## src/rtl/elastic_delay_pipe.sv

```systemverilog
// elastic_delay_pipe: a DEPTH-stage elastic delay line with per-stage valid
// bits. It has a valid/ready handshake on both sides. Empty stages always
// accept, so bubbles collapse and the pipe holds up to DEPTH items under
// backpressure. While the consumer keeps out_ready high, latency is fixed
// at DEPTH cycles.
module elastic_delay_pipe #(
  parameter int               WIDTH      = 8,
  parameter int               DEPTH      = 4,
  parameter logic [WIDTH-1:0] RESET_DATA = '0,
  localparam int              CNT_W      = $clog2(DEPTH + 1)
) (
  input  logic             clk,
  input  logic             reset,
  input  logic             flush,
  input  logic             in_valid,
  output logic             in_ready,
  input  logic [WIDTH-1:0] in_data,
  output logic             out_valid,
  input  logic             out_ready,
  output logic [WIDTH-1:0] out_data,
  output logic [CNT_W-1:0] count
);

  logic [DEPTH-1:0] v;
  logic [WIDTH-1:0] d [DEPTH];
  logic [DEPTH-1:0] mv;
  logic [DEPTH-1:0] src_v;
  logic [WIDTH-1:0] src_d [DEPTH];
  logic             in_xfer;
  logic             out_xfer;

  // Ready chain built from the output backwards: a stage may load if it is
  // empty or if the stage after it is moving this cycle.
  always_comb begin
    logic chain;
    mv    = '0;
    chain = out_ready;
    for (int i = DEPTH - 1; i >= 0; i--) begin
      chain = !v[i] | chain;
      mv[i] = chain;
    end
  end

  // Source of each stage: stage 0 is fed by the producer, and every other
  // stage is fed by its upstream neighbour.
  always_comb begin
    src_v    = '0;
    src_v[0] = in_valid;
    src_d[0] = in_data;
    for (int i = 1; i < DEPTH; i++) begin
      src_v[i] = v[i-1];
      src_d[i] = d[i-1];
    end
  end

  assign in_ready  = mv[0];
  assign out_valid = v[DEPTH-1];
  assign out_data  = d[DEPTH-1];
  assign in_xfer   = in_valid & in_ready;
  assign out_xfer  = out_valid & out_ready;

  // Valid bits: cleared by reset or flush, otherwise advanced wherever the
  // stage is allowed to move.
  always_ff @(posedge clk or posedge reset) begin
    if (reset) begin
      v <= '0;
    end else if (flush) begin
      v <= '0;
    end else begin
      for (int i = 0; i < DEPTH; i++) begin
        if (mv[i]) begin
          v[i] <= src_v[i];
        end
      end
    end
  end

  // Data stages: only real items are copied, so a bubble passing through
  // leaves the old data in place and avoids needless toggling.
  always_ff @(posedge clk or posedge reset) begin
    if (reset) begin
      for (int i = 0; i < DEPTH; i++) begin
        d[i] <= RESET_DATA;
      end
    end else if (flush) begin
      for (int i = 0; i < DEPTH; i++) begin
        d[i] <= RESET_DATA;
      end
    end else begin
      for (int i = 0; i < DEPTH; i++) begin
        if (mv[i] && src_v[i]) begin
          d[i] <= src_d[i];
        end
      end
    end
  end

  // Occupancy counter: tracks the transfers at each end so that it always
  // equals the number of set valid bits.
  always_ff @(posedge clk or posedge reset) begin
    if (reset) begin
      count <= '0;
    end else if (flush) begin
      count <= '0;
    end else if (in_xfer && !out_xfer) begin
      count <= count + CNT_W'(1);
    end else if (out_xfer && !in_xfer) begin
      count <= count - CNT_W'(1);
    end
  end

endmodule

```

## config.mk

```make
export PLATFORM = sky130hd
export DESIGN_NAME = elastic_delay_pipe
export DESIGN_NICKNAME = d
export VERILOG_FILES = /design/src/rtl/elastic_delay_pipe.sv
export SDC_FILE = /design/constraint.sdc
export NUM_CORES = 1
export LEC_CHECK = 0
export BUFFER_PORTS_ARGS = -buffer_cell sky130_fd_sc_hd__buf_2
export CAP_MARGIN = 5
export CORE_MARGIN = 2
export CORE_UTILIZATION = 27
export DETAILED_ROUTE_END_ITERATION = 7
export PLACE_DENSITY = 0.54
export SETUP_SLACK_MARGIN = 0.02
export SLEW_MARGIN = 15
export SYNTH_ARGS = -nofsm -noshare
export SYNTH_HDL_FRONTEND = slang
export SYNTH_SLANG_ARGS = --single-unit
```

## constraint.sdc

```tcl
create_clock -name clk -period 2.2 [get_ports clk]
set_clock_uncertainty 0.1 [all_clocks]
set_input_delay 0.33 -clock clk [delete_from_list [all_inputs] [get_ports clk]]
set_output_delay 0.33 -clock clk [all_outputs]
set_load 0.005 [all_outputs]
```

==> out/qor.csv <==
metric,value,unit
# fillers,714,
layout cells sized above 1,0.225,
sum of negative setup slack,0,ps
Buffers on Ports,25,
Crit. End Element,flip-flop,
CTS Buf Count,5,
Final Setup Violations,0,
max frequency,506,MHz
clock latency on the worst-skew pair,290,ps
overall power,1.50,mW
total vias in the final route,1320,
Hold WS,40.0,ps
final period utilization,0.898,
initial drt markers,95,
cells after synthesis,182,
initial cell density of the core,0.279,
I/O pin cnt,26,
H-tree depth,2,
Max Cap Viol,0,
"Reg clk slew, reported paths",80,ps
ANT cells,0,
critical path required time,2280,ps
most frequent cells in the layout,"38 x dfrtp_1, 25 x nand2b_1, 25 x buf_2, 21 x a21oi_1, 17 x nand3_1",
final hold violation count,0,
Detail Route Antenna Nets,0,
gr usage total,0.102,
Slew HR,0.667,
Most used DFF post-synth,dfrtp_1,
ys async rst share,1.00,
maximum clock path buffer count,2,
yosys warns,0,
"Seq/Total Area, Yosys",0.515,
initial antenna violation count,0,
Die Span Y,87.8,um
first-pass GRT wire length,6250,um
Worst path slowest cell,dfrtp_2,
post-DP HPWL,2390,um
Critical Path AT,2050,ps
grt ovf,0,
DRT Pass-1 Iters,4,
final worst setup slack,224,ps
Place WS,136,ps
clock root cell,clkbuf_8,
"slowest stage delay, CP",430,ps
core area,6790,um^2
hold_buf cts,0,
clk sink count,39,
vias per cell,4.40,
die area,7700,um^2
"top cells by area, synth","dfrtp_1 52%, mux2i_1 8.5%, nand2b_1 8.3%, a21oi_1 5.5%, nand3_1 4.5%",
"most common cell after layout, fill and taps aside",dfrtp_1,
RSZ-0062 raised after global routing,no,
Syn Area/Cell,10.4,um^2
Synth Cell Area,1890,um^2
Cells after DPL,292,
status,"complete, no violations",
fin. max-slew vios,0,
synth unique cells,29,
Die X,87.8,um
Post-Layout Inst Area,2200,um^2
fin cells,300,
Leak,0.993,nW
CTS tree,done,
wire length per cell,11.5,um
Final Core Density,0.324,
fin nets,217,
DP Area,2090,um^2
worst slew pin tran,499,ps
Worst setup SP type,flip-flop,
crit path time final,1980,ps
CP Max Fanout,9,
vias in the first global route,1345,
final wirelength,3440,um
"EDFF count, synth",0,
maximum VDD drop,337,uV
WS Path Type,flip-flop to flip-flop,
Placer Congestion,0.745,
Syn-to-layout area delta,16.4,%
synthesized flop and latch total,39,
hold crit path type,primary input to asynchronous set/reset pin,
# DRC,0,
critical path cell sequence,a21boi_0 -> and2_1 -> fa_1 -> nor3b_1 -> a221oi_2 -> mux2_1,
top-area cell type share of the netlist area,0.515,
post-synthesis net count,196,
largest net degree at the start of global routing,40,
post-synth top area cell,dfrtp_1,
Power Dens Cells,680,nW/um^2
Site Rows,30,
-- kinds of logic after synthesis --
family,Yosys count,share of synthesized area
buffers and inverters,24,0.0680
adders and majority gates,1,0.0106
DFF,39,0.515
AOI/OAI and AO/OA,42,0.128
muxes,19,0.102
and+or+nand+nor,57,0.176
-- critical path: cells and delay by family, from the launching register on --
| family | cells | cell delay [ps] |
|---|---|---|
| muxes | 1 | 310 |
| and+or+nand+nor | 2 | 430 |
| adders and majority gates | 1 | 410 |
| AOI/OAI and AO/OA | 2 | 180 |
| DFF | 1 | 430 |
-- final cells by class --
type	instances	area, um^2	area share
Timing Repair Buffer	32	178	0.0806
Inverter	6	22.5	0.0102
Clock buffer	6	82.6	0.0375
Sequential cell	39	977	0.443
Tap cell	96	120	0.0545
Clock inverter	2	35.0	0.0159
Multi-Input combinational cell	119	790	0.358
-- power breakdown --
part	leakage [nW]	internal, mW	total, mW	switching [mW]
Clock	0.0612	0.367	0.610	0.243
Sequential	0.532	0.739	0.750	0.0108
Combinational	0.399	0.0619	0.139	0.0769
Total	0.993	1.17	1.50	0.331
-- routing by layer --
layer	routed length (um)	part of all wire	GRT usage
met2	1610	0.47	0.167
met3	121	0.035	0.0292
met4	61	0.018	0.0420
met5	0	0	0
met1	1650	0.48	0.127
-- cell usage after synthesis (2+ instances only) --
cell type,number
a21oi_1,21
buf_4,10
clkbuf_1,6
dfrtp_1,39
inv_1,6
mux2_2,2
mux2i_1,16
nand2b_1,25
nand3_1,17
nor2_1,6
nor2b_1,2
o21ai_0,12
o21ai_1,4
-- final timing paths --
kind	from	to	slack (ps)	cells past startpoint
worst max register to register	v[3]	count[2]	220	6
min in group clk	in_data[4]	d[28]	190	3
worst min register to register	d[15]	out_data[7]	430	2
worst min-delay path	reset	out_data[3]	40	3
max in group asynchronous	reset	v[3]	1590	3
worst max-delay path	v[3]	count[2]	220	6
-- what timing repair did --
item,CTS,global route
resized for setup,0,1
endpoints found under the setup margin,0,1
setup buffers,0,0
hold endpoints to repair,0,0
-- sequential cells by signal (all words and copies together), names as in the netlist --
| register | count |
|---|---|
| d | 24 |
| out_data | 8 |
| v | 4 |
| count | 3 |
Note: power is estimated with default switching activity, not from simulation.
